File: src/rtl/mem_stage.sv
`default_nettype none
// ============================================================================
// Module      : mem_stage
// Description : Memory pipeline stage. ALU results with no memory operation
//               retire one cycle after acceptance. LOAD/STORE launch a single
//               held data-memory request and stall upstream until dmem_ack.
//
//               Optional build macro MEM_TIMEOUT_EN adds a watchdog: after
//               TIMEOUT_CYCLES WAIT edges without dmem_ack the access is
//               aborted, retired with wb_data=0 / no register write, and
//               mem_error pulses for one cycle. Without the macro the stage
//               waits indefinitely and mem_error is constant 0.
//
// Ports       : clk, reset (async, active-high)
//               in_valid, alu_output, store_data, mem_operation,
//               in_dest_register_enable, in_passthrough_dest_register_number
//                   - instruction from the ALU stage
//               dmem_req/we/addr/wdata, dmem_rdata, dmem_ack
//                   - data-memory request/response handshake
//               stall    - upstream must hold its outputs while high
//               out_valid, wb_data, out_dest_register_enable,
//               out_passthrough_dest_register_number - writeback results
//               mem_error - one-cycle access-timeout pulse
// Parameters  : TIMEOUT_CYCLES (1..31, default 16)
// Revision    : 1.0 - initial release
// ============================================================================
module mem_stage #(
    parameter int TIMEOUT_CYCLES = 16
) (
    input  logic        clk,
    input  logic        reset,
    input  logic        in_valid,
    input  logic [31:0] alu_output,
    input  logic [31:0] store_data,
    input  logic [1:0]  mem_operation,
    input  logic        in_dest_register_enable,
    input  logic [4:0]  in_passthrough_dest_register_number,
    output logic        dmem_req,
    output logic        dmem_we,
    output logic [31:0] dmem_addr,
    output logic [31:0] dmem_wdata,
    input  logic [31:0] dmem_rdata,
    input  logic        dmem_ack,
    output logic        stall,
    output logic        out_valid,
    output logic [31:0] wb_data,
    output logic        out_dest_register_enable,
    output logic [4:0]  out_passthrough_dest_register_number,
    output logic        mem_error
);

    localparam logic [1:0] c_op_load  = 2'd1;
    localparam logic [1:0] c_op_store = 2'd2;

    typedef enum logic [0:0] {
        S_IDLE = 1'b0,
        S_WAIT = 1'b1
    } state_t;

    state_t     r_state;
    logic       r_pend_en;   // destination enable of the in-flight access
    logic [4:0] r_pend_rd;   // destination register of the in-flight access

    logic w_is_mem_op;
    assign w_is_mem_op = (mem_operation == c_op_load) || (mem_operation == c_op_store);

    // Upstream is frozen for the whole time a memory access is outstanding.
    assign stall = (r_state == S_WAIT);

`ifdef MEM_TIMEOUT_EN
    // Counter value seen on the edge that completes TIMEOUT_CYCLES WAIT edges.
    localparam logic [4:0] c_timeout_last = 5'(TIMEOUT_CYCLES - 1);
    logic [4:0] r_timer;
`else
    // Reads 0 for every legal TIMEOUT_CYCLES; referencing the parameter keeps
    // it meaningful in builds without the watchdog.
    assign mem_error = (TIMEOUT_CYCLES < 1);
`endif

    always_ff @(posedge clk or posedge reset) begin
        if (reset) begin
            r_state                              <= S_IDLE;
            r_pend_en                            <= 1'b0;
            r_pend_rd                            <= 5'd0;
            dmem_req                             <= 1'b0;
            dmem_we                              <= 1'b0;
            dmem_addr                            <= 32'd0;
            dmem_wdata                           <= 32'd0;
            out_valid                            <= 1'b0;
            wb_data                              <= 32'd0;
            out_dest_register_enable             <= 1'b0;
            out_passthrough_dest_register_number <= 5'd0;
`ifdef MEM_TIMEOUT_EN
            mem_error                            <= 1'b0;
            r_timer                              <= 5'd0;
`endif
        end else begin
            // Retire strobes are single-cycle; the register-file enable is
            // never allowed to outlive out_valid.
            out_valid                <= 1'b0;
            out_dest_register_enable <= 1'b0;
`ifdef MEM_TIMEOUT_EN
            mem_error                <= 1'b0;
`endif
            case (r_state)
                S_IDLE: begin
                    // dmem_ack is deliberately not looked at here.
                    if (in_valid) begin
                        if (w_is_mem_op) begin
                            dmem_req   <= 1'b1;
                            dmem_we    <= (mem_operation == c_op_store);
                            dmem_addr  <= alu_output;
                            dmem_wdata <= store_data;
                            r_pend_en  <= in_dest_register_enable;
                            r_pend_rd  <= in_passthrough_dest_register_number;
`ifdef MEM_TIMEOUT_EN
                            r_timer    <= 5'd0;
`endif
                            r_state    <= S_WAIT;
                        end else begin
                            out_valid                            <= 1'b1;
                            wb_data                              <= alu_output;
                            out_dest_register_enable             <= in_dest_register_enable;
                            out_passthrough_dest_register_number <= in_passthrough_dest_register_number;
                        end
                    end
                end

                S_WAIT: begin
                    // Request fields are left untouched so they stay stable
                    // until the ack is seen; ack wins over a coincident timeout.
                    if (dmem_ack) begin
                        dmem_req                             <= 1'b0;
                        out_valid                            <= 1'b1;
                        wb_data                              <= dmem_we ? 32'd0 : dmem_rdata;
                        out_dest_register_enable             <= dmem_we ? 1'b0 : r_pend_en;
                        out_passthrough_dest_register_number <= r_pend_rd;
                        r_state                              <= S_IDLE;
                    end
`ifdef MEM_TIMEOUT_EN
                    else if (r_timer == c_timeout_last) begin
                        dmem_req                             <= 1'b0;
                        out_valid                            <= 1'b1;
                        wb_data                              <= 32'd0;
                        out_passthrough_dest_register_number <= r_pend_rd;
                        mem_error                            <= 1'b1;
                        r_state                              <= S_IDLE;
                    end else begin
                        r_timer <= r_timer + 5'd1;
                    end
`endif
                end

                default: begin
                    r_state <= S_IDLE;
                end
            endcase
        end
    end

endmodule
`default_nettype wire

File: config.mk
export PLATFORM = sky130hd
export DESIGN_NAME = mem_stage
export DESIGN_NICKNAME = d
export VERILOG_FILES = /design/src/rtl/mem_stage.sv
export SDC_FILE = /design/constraint.sdc
export NUM_CORES = 1
export LEC_CHECK = 0
export BUFFER_PORTS_ARGS = -buffer_cell sky130_fd_sc_hd__buf_2
export CAP_MARGIN = 20
export CELL_PAD_IN_SITES_DETAIL_PLACEMENT = 2
export CELL_PAD_IN_SITES_GLOBAL_PLACEMENT = 2
export CORE_UTILIZATION = 30
export CTS_BUF_LIST = sky130_fd_sc_hd__clkbuf_8
export DETAILED_ROUTE_END_ITERATION = 8
export PLACE_DENSITY = 0.8
export RECOVER_POWER = 50
export SETUP_SLACK_MARGIN = 0.15
export SLEW_MARGIN = 20
export SYNTH_ARGS = -nofsm -noshare
export SYNTH_HDL_FRONTEND = slang
export SYNTH_SLANG_ARGS = --single-unit
File: constraint.sdc
create_clock -name clk -period 5.55 [get_ports clk]
set_clock_uncertainty 0.1 [all_clocks]
set_input_delay 0.2775 -clock clk [delete_from_list [all_inputs] [get_ports clk]]
set_output_delay 0.2775 -clock clk [all_outputs]
set_load 0.01 [all_outputs]
Word level (Yosys, flattened, before mapping)
Index checks and enable logic that the tools add are counted.

cells by class
  div/mod/pow operators = 0
  bitwise gates (word level) = 1
  reductions and logical operators = 4
  add/sub/neg operators = 0
  mux-type cells = 26
  multipliers = 0
  $lt $le $gt $ge = 0
  shift operators = 0
  eq/ne operators = 6

operators by type and width
  kind                number
  $mux 32             4
  $pmux 32 s2         1
  $mux 5              3
  $mux 1              13
  $pmux 5 s2          1
  $reduce_and 3->1    3
  $ne 2x2->1 const B  4
  $pmux 1 s2          4
  $eq 2x1->1 const B  1
  $eq 2x2->1 const B  1
  $logic_or 1x1->1    1
  $not 1->1           1

word-level totals
  bits of input ports = 108
  memories kept = 0
  flip-flop bits (word level) = 112
  bits in latches = 0
  output and inout bits = 107
  bits in writable memories = 0
  memory bits (read-only) = 0

Logic depth before layout (Yosys ltp)
Gate-level depths: netlist (run 1).

  word-level depth = 5
  gate-level depth with buffers = 7
  gate-level depth less buffers = 5

Worst setup path before layout (run 1)
Ideal clock, no wire load.

  path type = input-to-reg
  start = input mem_operation[0]
  end = register dmem_addr[0]
  data arrival time = 1.459 ns
  stages on the path = 6
  required time = 5.325 ns
  path slack = 3.866 ns
  cells stage by stage = inv_1 > ha_1 > nor3b_2 > buf_4 > buf_6 > mux2_2

between the ends
  cells in the longest elaborated chain, start to end = 3

RTL lines
  what                                             RTL line  RTL
  start, declared                                  35        input logic [1:0] mem_operation,
  $eq 2x1->1 / $eq 2x2->1 (equally long branches)  65        assign w_is_mem_op = (mem_operation == c_op_load) || (mem_operation == c_op_store);
  $logic_or 1x1->1 (*)                             65
  $reduce_and 3->1 (no line) (*)                   -
  end signal, assigned                             112       dmem_addr <= alu_output;
  end, declared                                    40        output logic [31:0] dmem_addr,

Mark *: on every way between the ends. The rest lies on a longest branch, timed or not.
A chain may end at the register's enable or synchronous reset.

Worst setup path after layout (run 1)
  start = register r_state (netlist: stall)
  end = register dmem_addr[10]

between the ends
  cells in the longest elaborated chain, start to end = 2

RTL lines
  what                        RTL line  RTL
  start, declared             60        state_t r_state;
  start signal, assigned      82        r_state <= S_IDLE;
  start signal, assigned      119       r_state <= S_WAIT;
  start signal, assigned      138       r_state <= S_IDLE;
  $not 1->1 (no line)         -
  $reduce_and 3->1 (no line)  -

Every way passes these cells.

==> flow_summary.yaml, run 1 <==
outcome:
  status: "complete, but fails checks"
  violations: "design-rule violations, max-capacitance violations, max-slew violations"
floorplanning:
  core_um2: 14700
  die_w_um: 125
  initial_core_util_pct: 31.1
  fp-row-count: 44
  chipHeight_um: 125
  io_pins: 215
  dieArea_um2: 15700
global_routing:
  grt_pass1_wl_mm: 21.9
  grt_max_degree: 58
  grt_remaining_overflow: 0
  track_usage_pct: 18.0
  antenna_found_initial: 1
  grt_pass1_vias: 4047
clock_network:
  clk_pin_slew_ns: 0.10
  cts_buffers: 9
  worstSkewPairLatency_ns: 0.36
  cts_tree: "done"
  cts-resized-gates: 0
  cts_max_level: 3
  post_cts_buffers: 0
  cts_sinks: 112
  root_buffer: "clkbuf_8"
  cts_buffer_depth: 2
  cts_hold_buf: 1
yosys:
  syn_inst: 333
  ys_ff_latch: 112
  netlist-cell-type-count: 22
  ys_warn_count: 0
  ys_seq_area_share_pct: 61.3
  syn-cell-area_um2: 4570
  synth_top_area_share_pct: 61.3
  synthTopCellsByArea: "dfrtp_1, mux2_2, o221a_2"
  syn_nets: 442
  syn_area_per_cell_um2: 13.7
  yosysTopAreaCell: "dfrtp_1"
final_layout:
  final_common_cell: "dfrtp_1"
  utilization_pct: 39.8
  drive_above_1_share_pct: 42.0
  area_growth_pct: 28.0
  nNetsFinal: 650
  layout_common_cells: "dfrtp_1, buf_2, clkbuf_1"
  final_cell_area_um2: 5850
  fillers: 1604
sta:
  maxSlewHeadroom_pct: -68.6
  fin_crit_ns: 3.01
  finalSetupViolCount: 0
  hold_violations: 0
  period_share_pct: 54.3
  tightest_slew_ns: 2.52
  grt_setup_unrepaired: "no"
  finalMaxSlewViolations: 134
  fmaxAchievable_ghz: 0.332
  timing.setup.tns_ns: 0
  setup_slack_ns: 2.54
setup_path:
  cp_num_buf_inv: 1
  arrival_ns: 3.17
  crit_chain: "nor3b_1, clkbuf_1, mux2_2"
  cp_top_family: "buffers and inverters"
  crit_type: "reg -> reg"
  cpPeakStageDelay_ns: 1.55
  startpoint_type: "flip-flop"
  critPathCaptureType: "flip-flop"
  cp.required_ns: 5.71
  path_max_fanout: 36
  cp_slowest_cell: "clkbuf_1"
placed_design:
  dp_hpwl_mm: 10.0
  placed_area_um2: 5750
  gp_congestion: 0.758
  dp_worst_setup_slack_ns: 2.53
  port_buffers: 213
routing:
  avgViaCountPerCell: 4.84
  drc_errors: 30
  routed_wl_mm: 13.6
  routedWlPerCell_um: 18.6
  first_iter_violations: 151
  ant_nets: 0
  num_vias: 3541
  dr.pass1.iters: 6
pwr:
  p_switching_mw: 0.811
  swShare_pct: 32.9
  powerDensity_nw_per_um2: 422
  pwr-share-seq_pct: 49.3
  pwr-share-comb_pct: 29.0
  p_clk_share_pct: 21.7
  p_int_mw: 1.66
  finalPower_mw: 2.47
  p_leak_nw: 2.62
  ir_drop_uv: 187
hold_path:
  hold_class: "in -> reg"
job:
  drv_cap: 3
path summary, 6_finish.rpt:
check,start,end,slack [ns],cells past startpoint
worst max-delay path,stall,dmem_addr[10],2.54,3
worst min-delay path,store_data[17],dmem_wdata[17],0.03,2
worst max register to register,stall,dmem_addr[10],2.54,3
worst min register to register,dmem_req,dmem_req,0.39,1
max in group asynchronous,reset,dmem_addr[2],2.67,4
min in group asynchronous,reset,dmem_wdata[6],1.03,3
final cells by class:
type / count / area, µm² / area share [%]
antenna: 2 / 5.00 / 0.0855
clock buffer: 10 / 138 / 2.35
clock inverter: 5 / 81.3 / 1.39
inverter: 37 / 140 / 2.39
multi-input combinational: 161 / 1470 / 25.1
sequential: 112 / 2800 / 47.9
tap: 184 / 230 / 3.93
timing repair buffer: 220 / 987 / 16.9
Yosys cell counts, drive strengths merged:
master / count
buf: 16
nor3b: 1
nor2: 5
o22ai: 5
ha: 1
o21ai: 33
nand2: 3
o221a: 32
nand3b: 1
clkbuf: 7
conb: 1
a21oi: 5
and2: 1
o32ai: 1
a21o: 2
inv: 37
mux2: 70
dfrtp: 112
state kept, by name (all words and copies together) (netlist names):
signal,cells
r_pend_rd,5
r_pend_en,1
out_passthrough_dest_register_number,5
dmem_req,1
dmem_we,1
out_dest_register_enable,1
out_valid,1
dmem_wdata,32
stall,1
dmem_addr,32
wb_data,32
through the flow:
| stage | hold WS [ns] | instances |
|---|---|---|
| 4_1_cts | 0.0000334 | 727 |
| 6_report | 0.0324 | 731 |
| 5_1_grt | 0.00315 | 729 |
| 3_3_place_gp | 0.331 | 711 |
| 2_1_floorplan | 0.294 | 333 |
| 3_5_place_dp | 0.349 | 711 |
power groups by stage:
stage	Clock, mW	Combinational [mW]	Sequential, mW
6_report	0.535	0.715	1.22
4_1_cts	0.563	0.791	1.22
3_5_place_dp	0	0.790	1.23
5_1_grt	0.587	0.781	1.25
3_3_place_gp	0	0.757	1.21
2_1_floorplan	0	0.327	1.30
logic make-up after synthesis:
group / after synthesis / synth area share, %
flip-flops: 112 / 61.3
AO/OA/AOI/OAI: 78 / 13.2
multiplexers: 70 / 17.2
buffers and inverters: 60 / 6.51
AND/OR/NAND/NOR: 11 / 1.37
adder cells (fa/ha/maj): 1 / 0.274
other: 1 / 0.0820
layer usage:
layer	GRT usage [%]	routed length (µm)
met1	20.2	5270
met2	32.4	7200
met3	6.93	1010
met4	3.66	127
met5	0	0
Note: power is estimated with default switching activity, not from simulation.
==> run 2, diff against run 1 <==
--- a/config.mk
+++ b/config.mk
@@ -5,14 +5,15 @@
 export SDC_FILE = /design/constraint.sdc
 export NUM_CORES = 1
 export LEC_CHECK = 0
+export ABC_AREA = 1
 export BUFFER_PORTS_ARGS = -buffer_cell sky130_fd_sc_hd__buf_2
 export CAP_MARGIN = 20
 export CELL_PAD_IN_SITES_DETAIL_PLACEMENT = 2
 export CELL_PAD_IN_SITES_GLOBAL_PLACEMENT = 2
-export CORE_UTILIZATION = 30
+export CORE_UTILIZATION = 24
 export CTS_BUF_LIST = sky130_fd_sc_hd__clkbuf_8
 export DETAILED_ROUTE_END_ITERATION = 8
-export PLACE_DENSITY = 0.8
+export PLACE_DENSITY = 0.75
 export RECOVER_POWER = 50
 export SETUP_SLACK_MARGIN = 0.15
 export SLEW_MARGIN = 20
==> constraint.sdc (replaced) <==
create_clock -name clk -period 2.7 [get_ports clk]
set_clock_uncertainty 0.1 [all_clocks]
set_input_delay 0.135 -clock clk [delete_from_list [all_inputs] [get_ports clk]]
set_output_delay 0.135 -clock clk [all_outputs]
set_load 0.01 [all_outputs]
==> run 2 against run 1 <==
- the flow now finishes without violations
- synthesized cell count is 79% higher
- routed wire length is 47% higher
- combinational power grew to 2.5 times the previous value
- core utilization is 3.5 points lower
- area after synthesis is 8.8% higher
- die area is 35% higher
- final cell count is 60% higher
- register-to-register slack worse by 1.9 ns
- hold slack worse by 0.0076 ns
- total power is 110% higher
- non-clock buffer count is 103 higher
- flip-flop and latch count stayed put
- critical endpoint is now dmem_wdata[22]
- largest power group unchanged
- highest routed layer unchanged
==> flow_summary.yaml, run 2 <==
sta:
  hold_violations: 0
  maxSlewHeadroom_pct: 47.2
  finalSetupViolCount: 0
  grt_setup_unrepaired: "no"
  fmaxAchievable_ghz: 0.491
  timing.setup.tns_ns: 0
  fin_crit_ns: 2.04
  tightest_slew_ns: 0.790
  finalMaxSlewViolations: 0
  period_share_pct: 75.4
yosys:
  syn-cell-area_um2: 4980
  ys.flop_type: "dfrtp_1"
  syn_inst: 596
  syn_nets: 705
  ys_warn_count: 0
  synth-edff-count: 0
  netlist-cell-type-count: 20
  synth_common_cells: "nand2_1, dfrtp_1, inv_1"
  ys_ff_latch: 112
  post-synth-top-count-cell: "nand2_1"
  ys_seq_area_share_pct: 56.3
  yosysTopAreaCell: "dfrtp_1"
  syn_area_per_cell_um2: 8.35
  synth_top_area_share_pct: 56.3
  async_flop_share_pct: 100
  synthTopCellsByArea: "dfrtp_1, nand2_1, nand3_1"
placed_design:
  dp_hpwl_mm: 12.1
  gp_congestion: 0.776
  placed_area_um2: 6210
  dp.cells: 1048
  port_buffers: 213
routing:
  avgViaCountPerCell: 4.44
  routedWlPerCell_um: 17.1
  num_vias: 5191
  drc_errors: 0
  dr.pass1.iters: 4
  first_iter_violations: 109
  ant_nets: 0
  routed_wl_mm: 20.0
setup_path:
  cp_slowest_cell: "dfrtp_2"
  crit_type: "reg -> reg"
  critPathCaptureType: "flip-flop"
  reg2reg_depth: 6
  path_max_fanout: 97
  cp.required_ns: 2.89
  cp_top_family: "flip-flops"
  path_depth: 6
  cp_num_buf_inv: 3
  cpPeakStageDelay_ns: 0.72
  crit_chain: "inv_4, buf_4, nand3b_4, buf_12, nand2_1, o21ai_1"
  r2r_setup_slack_ns: 0.66
  startpoint_type: "flip-flop"
  arrival_ns: 2.23
final_layout:
  final_common_cell: "nand2_1"
  layout_common_cells: "nand2_1, buf_2, dfrtp_1"
  drive_above_1_share_pct: 21.0
  reg.largest.list: "dmem_addr: 32 flops, dmem_wdata: 32 flops, wb_data: 32 flops"
  nNetsFinal: 1000
  final_cell_area_um2: 7370
  layoutNonFillerInstCount: 1170
  area_growth_pct: 48.0
global_routing:
  grt_max_degree: 113
  grt_pass1_wl_mm: 32.1
  antenna_found_initial: 5
  grt_pass1_vias: 5779
  grt_remaining_overflow: 0
  track_usage_pct: 19.4
hold_path:
  hold_class: "in -> reg"
  worstHoldPathCells: 5
pwr:
  finalPower_mw: 5.28
  p_int_mw: 3.29
  pwr-share-comb_pct: 34.0
  ir_drop_uv: 223
  p_clk_share_pct: 19.8
  p_leak_nw: 3.99
  swShare_pct: 37.7
  pwr-share-seq_pct: 46.3
  powerDensity_nw_per_um2: 716
  p_switching_mw: 1.99
floorplanning:
  die_w_um: 146
  core_um2: 20300
  dieArea_um2: 21300
  chipHeight_um: 146
  fp-row-count: 52
  initial_core_util_pct: 24.5
  io_pins: 215
outcome:
  status: "complete, no violations"
clock_network:
  cts_tree: "done"
  cts_buffer_depth: 2
  cts_buffers: 9
  worstSkewPairLatency_ns: 0.37
  cts_sinks: 112
  cts-resized-gates: 0
  root_buffer: "clkbuf_8"
  cts_max_level: 3
  clk_pin_slew_ns: 0.10
job:
  drv_cap: 0
==> run 2: cell count changes after synthesis, moves of 5 or more <==
cell	previous run	this run
o22ai_1	5	0
buf_6	6	12
o21ai_0	33	18
mux2_2	70	0
a21oi_1	5	0
nor2_1	5	0
o221a_2	30	0
inv_1	37	74
o21ai_1	0	57
nand2_1	2	217
nand3_1	0	69
==> run 2: logic make-up after synthesis <==
| logic type | count (synthesis) | synth area share [%] |
|---|---|---|
| AOI/OAI and AO/OA | 78 | 8.07 |
| other | 1 | 0.0753 |
| adders and majority gates | 1 | 0.251 |
| and+or+nand+nor | 290 | 24.2 |
| DFF | 112 | 56.3 |
| buffers and inverters | 114 | 11.1 |
==> run 2: final cells by class <==
class | count | area [µm²]
multi-input combinational | 370 | 1620
fill | 2413 | 12900
timing repair buffer | 323 | 2120
sequential | 112 | 2800
clock buffer | 10 | 138
tap | 270 | 338
antenna | 5 | 12.5
clock inverter | 5 | 50.0
inverter | 75 | 288
==> run 2: tightest hold or removal path, delay by kind of cell <==
family                 cells  cell delay [ns]
AND/OR/NAND/NOR            4             0.25
buffers and inverters      1             0.09
==> run 2: routing by layer <==
layer | GRT usage, % | part of all wire [%] | vias to the layer above
met5 | 0 | 0 | -
met4 | 8.70 | 3.2 | 0
met3 | 2.75 | 3.3 | 36
met2 | 34.4 | 51 | 134
met1 | 23.2 | 42 | 2583
li1 | - | - | 2438
==> run 2: power groups by stage <==
stage	clock network [mW]	logic, mW	registers [mW]
4_1_cts	1.11	1.86	2.42
6_report	1.04	1.79	2.44
2_1_floorplan	0	0.731	2.63
3_3_place_gp	0	1.68	2.43
5_1_grt	1.14	2.01	2.51
3_5_place_dp	0	1.74	2.45
==> run 2: worst paths after layout <==
kind                               start        endpoint
hold / removal             dmem_rdata[5]      wb_data[5]
setup / recovery                   stall  dmem_wdata[22]
setup reg to reg                   stall  dmem_wdata[22]
min in group asynchronous          reset  dmem_wdata[24]
hold reg to reg             r_pend_rd[2]    r_pend_rd[2]
max in group asynchronous          reset           stall
==> run 2: timing repair <==
item	CTS	global route
hold buffers	102	0
setup buffers	0	0
hold endpoints to repair	217	0
==> run 2: through the flow <==
step | worst slack, ns | hold slack (ns) | utilization (%)
CTS | 0.673 | 0.00703 | 36.6
global route | 0.508 | 0.0343 | 36.3
global placement | 0.769 | 0.251 | 30.6
finish | 0.664 | 0.0248 | 36.3
detailed placement | 0.691 | 0.254 | 30.6
floorplan | 1.11 | 0.131 | -
